File: config.mk
export PLATFORM = sky130hd
export DESIGN_NAME = p_hit_sched
export DESIGN_NICKNAME = d
export VERILOG_FILES = /design/src/rtl/p_hit_sched.sv
export SDC_FILE = /design/constraint.sdc
export NUM_CORES = 1
export LEC_CHECK = 0
export CORE_AREA = 8 8 720 722
export CTS_BUF_LIST = sky130_fd_sc_hd__clkbuf_4 sky130_fd_sc_hd__clkbuf_8
export DETAILED_ROUTE_END_ITERATION = 10
export DIE_AREA = 0 0 728 730
export PLACE_DENSITY = 0.3
export SYNTH_ARGS = -nofsm -noshare
export SYNTH_HDL_FRONTEND = slang
export SYNTH_SLANG_ARGS = --single-unit
File: constraint.sdc
create_clock -name clock -period 3.5 [get_ports clock]
set_input_delay 1.05 -clock clock [delete_from_list [all_inputs] [get_ports clock]]
set_output_delay 1.05 -clock clock [all_outputs]
set_load 0.02 [all_outputs]
File: src/rtl/p_hit_sched.sv
// rtl/p_hit_sched.sv - round-robin job issue and in-order result return for a shared p_hit unit; optional counters under P_HIT_SCHED_STATS_EN
module p_hit_sched #(
  parameter int NUM_REQ         = 2,
  parameter int MAX_OUTSTANDING = 16
) (
  input  logic                                 clock,
  input  logic                                 reset,
  input  logic [NUM_REQ-1:0]                   req_valid,
  output logic [NUM_REQ-1:0]                   req_ready,
  input  logic signed [NUM_REQ-1:0][2:0][31:0] req_tri_normal_1,
  input  logic signed [NUM_REQ-1:0][2:0][31:0] req_tri_normal_2,
  input  logic signed [NUM_REQ-1:0][2:0][31:0] req_v0,
  input  logic signed [NUM_REQ-1:0][2:0][31:0] req_origin,
  input  logic signed [NUM_REQ-1:0][2:0][31:0] req_dir,
  output logic signed [2:0][31:0]              tri_normal_1,
  output logic signed [2:0][31:0]              tri_normal_2,
  output logic signed [2:0][31:0]              v0,
  output logic signed [2:0][31:0]              origin_1,
  output logic signed [2:0][31:0]              origin_2,
  output logic signed [2:0][31:0]              dir_1,
  output logic signed [2:0][31:0]              dir_2,
  output logic [3:0]                           in_wr_en,
  input  logic [3:0]                           in_full,
  input  logic signed [2:0][31:0]              ph_out,
  input  logic                                 ph_out_empty,
  output logic                                 ph_out_rd_en,
  output logic signed [2:0][31:0]              res_data,
  output logic [NUM_REQ-1:0]                   res_valid,
  input  logic [NUM_REQ-1:0]                   res_ready,
  output logic                                 tag_err
`ifdef P_HIT_SCHED_STATS_EN
  ,
  output logic [31:0]                          stat_issued,
  output logic [31:0]                          stat_retired,
  output logic [31:0]                          stat_stall
`endif
);

  localparam int TW = (NUM_REQ > 1) ? $clog2(NUM_REQ) : 1;
  localparam int AW = $clog2(MAX_OUTSTANDING);
  localparam int CW = AW + 1;

  typedef enum logic [0:0] {
    RET_IDLE,
    RET_HOLD
  } ret_state_t;

  ret_state_t    state;
  ret_state_t    state_next;

  logic [TW-1:0] last_grant;
  logic [TW-1:0] grant;
  logic [TW-1:0] rr_idx;
  logic          grant_found;
  logic          issue;

  logic [CW-1:0] outstanding;
  logic [CW-1:0] tag_cnt;
  logic [TW-1:0] tag_mem [MAX_OUTSTANDING];
  logic [AW-1:0] tag_wr_ptr;
  logic [AW-1:0] tag_rd_ptr;
  logic          tag_full;
  logic          tag_empty;

  logic          pop;
  logic          retire;
  logic          orphan;
  logic [TW-1:0] hold_tag;

  // Walk the requesters starting just after the last winner, wrapping at NUM_REQ-1.
  always_comb begin
    grant       = '0;
    grant_found = 1'b0;
    rr_idx      = last_grant;
    for (int i = 0; i < NUM_REQ; i++) begin
      rr_idx = (rr_idx == TW'(NUM_REQ - 1)) ? '0 : rr_idx + TW'(1);
      if (!grant_found && req_valid[rr_idx]) begin
        grant       = rr_idx;
        grant_found = 1'b1;
      end
    end
  end

  assign tag_full  = (tag_cnt == CW'(MAX_OUTSTANDING));
  assign tag_empty = (tag_cnt == '0);

  assign issue = !reset && grant_found && (in_full == 4'b0000) &&
                 (outstanding < CW'(MAX_OUTSTANDING)) && !tag_full;

  assign in_wr_en = {4{issue}};

  always_comb begin
    req_ready = '0;
    if (issue) begin
      req_ready[grant] = 1'b1;
    end
  end

  assign tri_normal_1 = req_tri_normal_1[grant];
  assign tri_normal_2 = req_tri_normal_2[grant];
  assign v0           = req_v0[grant];
  assign origin_1     = req_origin[grant];
  assign origin_2     = req_origin[grant];
  assign dir_1        = req_dir[grant];
  assign dir_2        = req_dir[grant];

  // A result is popped only from IDLE, so the retire cycle can never pop again.
  always_comb begin
    state_next = state;
    pop        = 1'b0;
    retire     = 1'b0;
    orphan     = 1'b0;
    res_valid  = '0;
    if (!reset) begin
      case (state)
        RET_IDLE: begin
          if (!ph_out_empty) begin
            if (!tag_empty) begin
              pop        = 1'b1;
              state_next = RET_HOLD;
            end else begin
              orphan = 1'b1;
            end
          end
        end
        RET_HOLD: begin
          res_valid[hold_tag] = 1'b1;
          if (res_ready[hold_tag]) begin
            retire     = 1'b1;
            state_next = RET_IDLE;
          end
        end
        default: state_next = RET_IDLE;
      endcase
    end
  end

  assign ph_out_rd_en = pop;

  always_ff @(posedge clock) begin
    if (issue) begin
      tag_mem[tag_wr_ptr] <= grant;
    end
  end

  always_ff @(posedge clock) begin
    if (reset) begin
      state       <= RET_IDLE;
      last_grant  <= TW'(NUM_REQ - 1);
      outstanding <= '0;
      tag_cnt     <= '0;
      tag_wr_ptr  <= '0;
      tag_rd_ptr  <= '0;
      hold_tag    <= '0;
      res_data    <= '0;
      tag_err     <= 1'b0;
    end else begin
      state <= state_next;
      if (issue) begin
        last_grant <= grant;
        tag_wr_ptr <= tag_wr_ptr + AW'(1);
      end
      if (pop) begin
        res_data   <= ph_out;
        hold_tag   <= tag_mem[tag_rd_ptr];
        tag_rd_ptr <= tag_rd_ptr + AW'(1);
      end
      case ({issue, pop})
        2'b10:   tag_cnt <= tag_cnt + CW'(1);
        2'b01:   tag_cnt <= tag_cnt - CW'(1);
        default: tag_cnt <= tag_cnt;
      endcase
      // Outstanding covers jobs until the requester accepts the result, not just until the pop.
      case ({issue, retire})
        2'b10:   outstanding <= outstanding + CW'(1);
        2'b01:   outstanding <= outstanding - CW'(1);
        default: outstanding <= outstanding;
      endcase
      if (orphan) begin
        tag_err <= 1'b1;
      end
    end
  end

`ifdef P_HIT_SCHED_STATS_EN
  always_ff @(posedge clock) begin
    if (reset) begin
      stat_issued  <= '0;
      stat_retired <= '0;
      stat_stall   <= '0;
    end else begin
      if (issue) begin
        stat_issued <= stat_issued + 32'd1;
      end
      if (retire) begin
        stat_retired <= stat_retired + 32'd1;
      end
      if (|req_valid && !issue) begin
        stat_stall <= stat_stall + 32'd1;
      end
    end
  end
`endif

endmodule
=== After elaboration in Yosys (flattened, before gate mapping) ===
Memory sizes are Yosys's and may differ from the RTL's. A register that Yosys moved wholly into a read port is not among the register bits.
Cells that the tools add are included.

* Add/subtract/negate cells: 8
* Magnitude comparators: 7
* Equality and inequality tests: 5
* Multiplexer cells: 46
* Bitwise operators: 1
* Reductions and logical operators: 14

{| class="wikitable"
|+ Operators with widths
! cell !! count
|-
| 2-to-1 mux 96 bit || 10
|-
| 2-to-1 mux 1 bit || 28
|-
| case mux 5 bit (2 select lines) || 2
|-
| adder 5 x 1 -> 5 bit (second input constant) || 2
|-
| subtractor 5 x 1 -> 5 bit (second input constant) || 2
|-
| adder 4 x 1 -> 4 bit (second input constant) || 2
|-
| less-than comparator 1 x 2 -> 1 bit (second input constant) || 4
|-
| logical AND 1 bit || 7
|-
| 2-to-1 mux 2 bit || 3
|-
| == test 5 bit (second input constant) || 1
|-
| logical NOT 5 bit || 1
|-
| less-than comparator 5 bit (second input constant) || 1
|-
| == test 2 x 1 -> 1 bit (second input constant) || 2
|-
| == test 2 bit (second input constant) || 2
|-
| logical NOT 4 bit || 1
|-
| nonzero test 2 bit || 2
|-
| logical NOT 1 bit || 3
|-
| adder 1 bit (second input constant) || 2
|-
| demux 1 bit (select 1 bit) || 2
|-
| >= comparator 1 bit (second input constant) || 2
|-
| case mux 1 bit (2 select lines) || 1
|-
| inverter 1 bit || 1
|}

* Register bits: 117
* RAM bits: 16
* Input port bits: 1067
* Output and inout bits: 778
* Word-level logic and storage cells: 92
* Memories kept: 1

{| class="wikitable"
|+ Memories
! memory !! depth !! bits a word !! read ports !! clocked after memory_dff !! write ports !! RTL line !! source
|-
| tag_mem || 16 || 1 || 1 || 1 || 1 || 59 || <nowiki>logic [TW-1:0] tag_mem [MAX_OUTSTANDING];</nowiki>
|}

=== Longest topological paths before layout ===
Gate-level depths: netlist of the first run.

* Depth in word-level cells: 14
* Depth in mapped cells: 14
* Gate-level depth less buffers: 10

=== Least setup slack after synthesis of the first run ===
OpenSTA, ideal clock, no wires.

* Path kind: input to register
* Start: in reset
* End: reg tag_cnt[4]
* Library setup time: 0.121 ns
* Arrival time: 3.565 ns
* Data required time: 3.379 ns
* Slack: -0.185 ns
* Stages on the path: 12
* Buffers on the path: 4
* Cells stage by stage: clkbuf_1 -> clkbuf_1 -> clkbuf_1 -> nor2_1 -> ha_1 -> clkbuf_1 -> xor2_1 -> ha_1 -> a21oi_1 -> a22oi_1 -> a31oi_1 -> mux2_2

* Elaborated cells on any way between the ends: 10
* Those cells by class: 2 x eq/ne; 2 x mux; 6 x reduce/logical

{| class="wikitable"
|+ RTL lines
! item !! RTL line !! source
|-
| from (decl) || 7 || <nowiki>input logic reset,</nowiki>
|-
| 2-to-1 mux 1 bit * || 114 || <nowiki>if (!reset) begin</nowiki>
|-
| net ph_out_rd_en || 26 || <nowiki>output logic ph_out_rd_en,</nowiki>
|-
| == test 2 x 1 -> 1 bit or == test 2 bit (tied branches) || 168 || <nowiki>case ({issue, pop})</nowiki>
|-
| case mux 5 bit (2 select lines) or nonzero test 2 bit (tied branches) || n/a ||
|-
| to (signal assigned) || 169 || <nowiki>2'b10: tag_cnt <= tag_cnt + CW'(1);</nowiki>
|-
| to (signal assigned) || 170 || <nowiki>2'b01: tag_cnt <= tag_cnt - CW'(1);</nowiki>
|-
| to (signal assigned) || 171 || <nowiki>default: tag_cnt <= tag_cnt;</nowiki>
|-
| to (decl) || 58 || <nowiki>logic [CW-1:0] tag_cnt;</nowiki>
|}

The timed path passes the listed nets; every way through them passes the cells marked *.
A chain may end at the register's enable or synchronous reset.

==> metrics.md, run 1 <==
| Metric | Value |
|---|---|
| GRT overflow | `0` |
| RSZ-0062 raised after global routing | `yes` |
| Vias in the first global route | `19,800` |
| Most used routing layer | `met2` |
| Proportion of layout cells with a drive suffix above 1 | `42.4%` |
| Final setup violation count | `667` |
| Synth unique cells | `49` |
| Min cycle time layout | `3.84 ns` |
| Worst path arrival time | `2.79 ns` |
| Yosys top cell by area | `mux2_2` |
| Final WL | `276 mm` |
| Critical Path Source Type | `primary input` |
| TritonCTS clock tree | `yes` |
| Setup slack after layout | `-0.342 ns` |
| Synth Flop Type | `dfxtp_1` |
| Crit-path max FO | `8` |
| Starting density of the core | `~2.5%` |
| Run status | `finished with violations` |
| Max-cap violations | `0` |
| Clock Skews | `between 0.03 and 0.04 ns` |
| Sequential share of the synthesized area | `between 20% and 30%` |
| Num ports | `1,845` |
| Placed Cells | `roughly 9,800` |
| Clk slew on worst S/H paths | `0.08 ns` |
| Clock Power Share | `16.9%` |
| Die Y | `730 microns` |
| Worst vdd ir | `0.180 mV` |
| Vias per Instance | `just under 2` |
| Register area | `2840 sq um` |
| Slew Limit Fails | `0` |
| Crit path kind | `in2out` |
| Multi-input logic area | `8490 sq um` |
| Slew Limit Headroom | `38.6%` |
| Share of Yosys cell area claimed by the top area cell type | `43.6%` |
| First-pass GRT wire length | `approximately 320 mm` |
| Gr usage total | `under 10%` |
| Router iterations before antenna repair | `5` |
| Pwr Total | `9.03 mW` |
| Final Hold Violating Endpoints | `0` |
| Sw frac | `41.0%` |
| DR DRC count | `0` |
| CP Capture Type | `output pin` |
| Width of the die | `728 microns` |
| Synth area leaders | `mux2_2 (44%), dfxtp_1 (19%), buf_4 (12%)` |
| # rows | `262` |
| Final HPWL DP | `around 250 mm` |
| CP required | `2.45 ns` |
| DRT iter0 DRCs | `1,034` |
| Wire length per cell | `roughly 28 microns` |
| DR vias | `approximately 19,000` |
| Post-Syn Instances | `1,368` |
| Asr flop ratio synth | `0%` |
| PwrDens | `213 nW/um^2` |
| Syn_nets | `2,447` |
| Met2 Use GR | `16.7%` |
| Placeable core area | `507,000 sq um` |
| Share of the clock period used by the worst path | `110%` |
| Worst skew pair latency | `0.57 ns` |
| Clk buf depth | `3` |
| Leak Pwr | `15.3 nW` |
| Worst-Margin Slew | `0.913 ns` |
| NetSw | `3.70 mW` |
| Post-Syn Area | `12,500 sq um` |
| CTS Sinks | `134` |
| H-tree depth | `4` |
| IO Port Bufs | `1,844` |
| Fmax | `260 MHz` |
| Failing checks | `negative setup slack` |
| ANT nets after route | `0` |
| Syn_area_per_cell | `9.11 sq um` |
| Die Footprint | `between 500,000 and 600,000 sq um` |
| Initial antenna violation count | `154` |
| Yosys reg bits | `between 100 and 150` |
| EDFF count, synth | `16` |
| RD Place Congestion | `around 0.95` |
| Grt met1 use | `a little under an eighth` |
| Synthesis-to-layout area growth | `240%` |
| Internal power | `5.33 mW` |
| Yosys warns | `0` |
| Nets | `4,277` |
| Fillers | `59,100` |
| CTS Root Cell | `clkbuf_8` |
| Met3 Use GR | `around 3.9%` |
| Hold Path Class | `reg2reg` |
| Reg power frac | `17.5%` |
| Largest net degree at the start of global routing | `67` |
| Cts bufs inserted | `25` |
| Comb power frac | `between 60% and 70%` |
| Finished Layout Cells | `10,000` |
## layout make-up
| class | instances | area share [%] |
|---|---|---|
| well taps | 6732 | 19.9 |
| inverters | 9 | 0.0916 |
| clock inverters | 2 | 0.0207 |
| diodes | 74 | 0.437 |
| clock buffers | 31 | 0.993 |
| flip-flops and latches | 134 | 6.72 |
| repair buffers | 2099 | 51.8 |
| multi-input cells | 929 | 20.1 |
## cell usage in the layout (no fill, tap or decap), types with 4 or more instances in the layout
cell,synthesis,routed
buf_8,0,15
o21ai_0,4,4
edfxtp_1,16,16
buf_6,1,230
buf_12,0,123
nand2b_1,6,6
buf_16,0,20
clkbuf_8,0,30
or3_1,6,6
dlymetal6s2s_1,0,84
dfxtp_1,118,117
nor2_1,32,30
inv_1,8,8
ha_1,12,12
mux2_4,0,196
mux2_2,482,286
diode_2,0,74
nand2_1,209,209
buf_4,196,325
buf_2,18,70
nor3_1,5,5
xor2_1,7,7
clkbuf_16,0,10
a21oi_1,108,108
clkdlybuf4s50_1,0,1126
dlygate4sd2_1,0,60
mux2i_1,7,7
a31oi_1,6,6
clkbuf_2,0,31
## metrics by stage
step,util [%],hold slack [ns],TNS [ns],worst slack [ns],cell area [sq um]
detailed placement,7.67,0.447,-653.95,-1.20,38900
CTS,8.07,0.460,-233.55,-0.569,40900
global placement,7.67,0.446,-659.23,-1.20,38900
finish,8.35,0.456,-129.51,-0.342,42300
global route,8.32,0.476,-182.12,-0.423,42200
floorplan,-,0.436,-0.0421,-0.0421,12500
## worst max-delay path: stages
cell,delay (ns)
buf_8,0.11
a21boi_4,0.27
buf_12,0.20
buf_16,0.18
buf_16,0.15
buf_6,0.11
buf_16,0.11
mux2_4,0.34
buf_12,0.16
## power by group through the flow
stage	combinational (mW)	clock (mW)	sequential [mW]
6_report	5.92	1.53	1.58
4_1_cts	5.91	1.68	1.58
2_1_floorplan	1.83	0	1.63
3_3_place_gp	5.66	0	1.62
3_5_place_dp	5.62	0	1.62
5_1_grt	6.14	1.71	1.58
## registers in the layout (all words and copies together) (netlist names)
name and flops:
outstanding 5, tag_rd_ptr 4, last_grant 1, tag_wr_ptr 4, tag_err 1, tag_cnt 5, tag_mem 16, res_data 96
state 1, hold_tag 1
## path summary, 6_finish.rpt
kind                start              end  depth (start not counted)  slack [ns]
min          res_data[94]     res_data[94]                          2        0.46
max          req_valid[0]  tri_normal_2[0]                          9       -0.34
max reg2reg    tag_cnt[1]   outstanding[4]                          9        0.23
min reg2reg  res_data[94]     res_data[94]                          2        0.46
## metal layers
layer / part of all wire (%) / vias to the layer above
li1: - / 8317
met1: 40 / 9435
met2: 48 / 1213
met3: 8.6 / 336
met4: 2.9 / 84
met5: 0.20 / -
## synthesized netlist by cell type (all sizes together), types with 2 or more instances
cell / number
nand3: 3
a21oi: 108
xor2: 7
a211o: 3
nand3b: 2
o22ai: 2
nand2: 209
or2: 2
nor2: 32
a31oi: 6
o211ai: 3
mux2i: 7
nor2b: 2
ha: 12
mux2: 482
xnor2: 3
inv: 9
nor3: 5
nor4: 2
dfxtp: 118
edfxtp: 16
o21ai: 5
clkbuf: 80
a22oi: 3
a21boi: 2
a21o: 2
or3: 6
buf: 216
nand2b: 6
mux4: 2
## cell families after synthesis
kind of cell             Yosys count  share of synthesized area [%]
multiplexers                     491                           44.5
buffers and inverters            305                           15.4
AND/OR/NAND/NOR                  276                           9.10
AO/OA/AOI/OAI                    140                           6.33
flip-flops                       134                           22.8
adder cells (fa/ha/maj)           12                           1.21
XOR/XNOR                          10                          0.703
## what timing repair did
action | in CTS | in global routing
setup buffers | 64 | 67
hold buffers | 0 | 0
pin swaps | 1 | 1
gates resized for setup | 1358 | 592
gates cloned | 14 | 12
endpoints found under the setup margin | 683 | 679
(Power assumes the default switching activity.)
==> run 2, diff against run 1 <==
==> constraint.sdc (replaced) <==
create_clock -name clock -period 3.5 [get_ports clock]
set_input_delay 0.7 -clock clock [delete_from_list [all_inputs] [get_ports clock]]
set_output_delay 0.7 -clock clock [all_outputs]
set_load 0.02 [all_outputs]
==> metrics.md, run 2 (same netlist as run 1, synthesis figures left out) <==
| Metric | Value |
|---|---|
| Run status | `completed` |
| Final HPWL DP | `~330 mm` |
| CP Capture Type | `output pin` |
| Width of the die | `728 microns` |
| Critical path origin | `req_valid[0]` |
| CP endpoint | `dir_2[20]` |
| Fmax | `288 MHz` |
| CTS Root Cell | `clkbuf_8` |
| CP required | `2.80 ns` |
| Largest register FFs | `between 90 and 100` |
| Placed Area | `about 39,000 sq um` |
| Util after Layout | `7.96%` |
| Slew Limit Fails | `0` |
| Proportion of layout cells with a drive suffix above 1 | `33.0%` |
| ANT nets after route | `0` |
| Finished Layout Cells | `9,903` |
| Critical Path Source Type | `primary input` |
| CTS Sinks | `134` |
| Placed Cells | `9,751` |
| Die Y | `approximately 730 microns` |
| Setup slack after layout | `between 0.02 and 0.03 ns` |
| Router iterations before antenna repair | `6` |
| Fin area | `40,400 sq um` |
| Final setup violation count | `0` |
| Largest register by flop count | `res_data` |
| # rows | `262` |
| Cell count of the worst reg-to-reg path | `11` |
| Worst R2R End | `tag_cnt[4]` |
| Max-cap violations | `0` |
| Crit path kind | `in2out` |
| Initial antenna violation count | `301` |
| Clock Skews | `0.0457 ns` |
| Pwr Total | `a little over 9 mW` |
| Min Hold Slack | `approximately 0.46 ns` |
| Vias per Instance | `1.93` |
| PwrDens | `~230 nW/um^2` |
| Most frequent cells in the layout | `clkdlybuf4s50_1 (1,167), mux2_2 (449), dlygate4sd2_1 (307)` |
| IO Port Bufs | `1,844` |
| DRT iter0 DRCs | `1,016` |
| Synthesis-to-layout area growth | `224%` |
| Clk buf depth | `3` |
| Worst-Margin Slew | `between 0.8 and 0.9 ns` |
| Internal reg-to-reg setup slack | `0.35 ns` |
| DR vias | `19,100` |
| GRT overflow | `0` |
| Share of the clock period used by the worst path | `99.2%` |
| Gr usage total | `12.4%` |
| Final WL | `around 350 mm` |
| Die Footprint | `531,000 sq um` |
| RD Place Congestion | `slightly below 1` |
| Setup tns final | `0 ns` |
| Clk slew on worst S/H paths | `0.10 ns` |
| Biggest regs | `res_data (96), tag_mem (16)` |
| RSZ-0062 raised after global routing | `yes` |
| TritonCTS clock tree | `yes` |
| Starting density of the core | `2.46%` |
| Commonest non-fill, non-tap cell in the layout | `clkdlybuf4s50_1` |
| Placeable core area | `507,000 sq um` |
| First-pass GRT wire length | `390 mm` |
| Hold Path Class | `reg2reg` |
| Wire length per cell | `35.1 microns` |
| DR DRC count | `0` |
| CP dominant cell by count | `buf_12` |
| Reg2reg start | `tag_cnt[0]` |
| Min cycle time layout | `roughly 3.5 ns` |
| Leak Pwr | `13.3 nW` |
| Crit-path max FO | `8` |
| H-tree depth | `4` |
| Slew Limit Headroom | `40.5%` |
| Largest net degree at the start of global routing | `64` |
| Pre-CTS setup slack | `-0.715 ns` |
| Num ports | `1,845` |
| Final Hold Violating Endpoints | `0` |
| Nets | `4,155` |
| Cts bufs inserted | `25` |
| Worst path slowest cell | `mux2_2` |
| Worst path arrival time | `2.77 ns` |
| Worst vdd ir | `0.195 mV` |
| Worst skew pair latency | `0.56 ns` |
| Cell chain of the critical path | `dlygate4sd2_1 -> a21boi_4 -> buf_12 -> buf_12 -> buf_16 -> buf_4 -> mux2_2 -> clkdlybuf4s15_1` |
| Vias in the first global route | `19,700` |
| CP peak stage delay | `0.37 ns` |
-- run 2: cell types whose count changed in the layout (fill, tap and decap cells not counted), moves of 14 or more --
cell and delta:
buf_12 +27, buf_2 -67, buf_4 -27, buf_6 -219
buf_8 -14, clkbuf_2 -27, clkdlybuf4s50_1 +41, diode_2 +16
dlygate4sd2_1 +247, dlymetal6s2s_1 -83, mux2_2 +163, mux2_4 -163
-- run 2: cell type report --
cell class | instances | area, sq um
clock inverters | 2 | 60.1
diodes | 90 | 225
fillers | 59100 | 467000
repair buffers | 1977 | 20500
flip-flops and latches | 134 | 2840
well taps | 6732 | 8420
multi-input cells | 929 | 7880
inverters | 9 | 36.3
clock buffers | 30 | 400
-- run 2: worst max-delay path, delay by kind of cell --
| family | cells | cell delay (ns) |
|---|---|---|
| multiplexers | 1 | 0.37 |
| buffers and inverters | 6 | 1.39 |
| AO/OA/AOI/OAI | 1 | 0.24 |
-- run 2: what timing repair did --
action,CTS,global route
setup buffers,17,3
hold endpoints to repair,0,0
setup endpoints to repair,662,21
resized for setup,421,21
hold buffers,0,0
cloned,9,1
pin swaps,2,0
-- run 2: power by group --
group	internal, mW	switching, mW	total [mW]	leakage [nW]
clock	0.883	0.746	1.63	0.239
combinational	2.69	3.18	5.87	11.9
sequential	1.57	0.0132	1.58	1.10
total	5.15	3.94	9.08	13.3
-- run 2: how the worst min path moves through the flow --
| stage | from | to | slack, ns | cells past startpoint |
|---|---|---|---|---|
| floorplan | last_grant | last_grant | 0.44 | 1 |
| global placement | res_data[83] | res_data[83] | 0.45 | 2 |
| detailed placement | res_data[49] | res_data[49] | 0.45 | 2 |
| CTS | res_data[49] | res_data[49] | 0.46 | 2 |
| global route | res_data[6] | res_data[6] | 0.48 | 2 |
| finish | res_data[49] | res_data[49] | 0.46 | 2 |
-- run 2: metal layers --
metal	GRT usage (%)	share of wire (%)	up-vias
met1	14.2	39	9027
met3	9.89	18	414
met2	18.9	42	1426
met4	0.794	1.1	166
li1	-	-	8088
met5	0	0.31	-
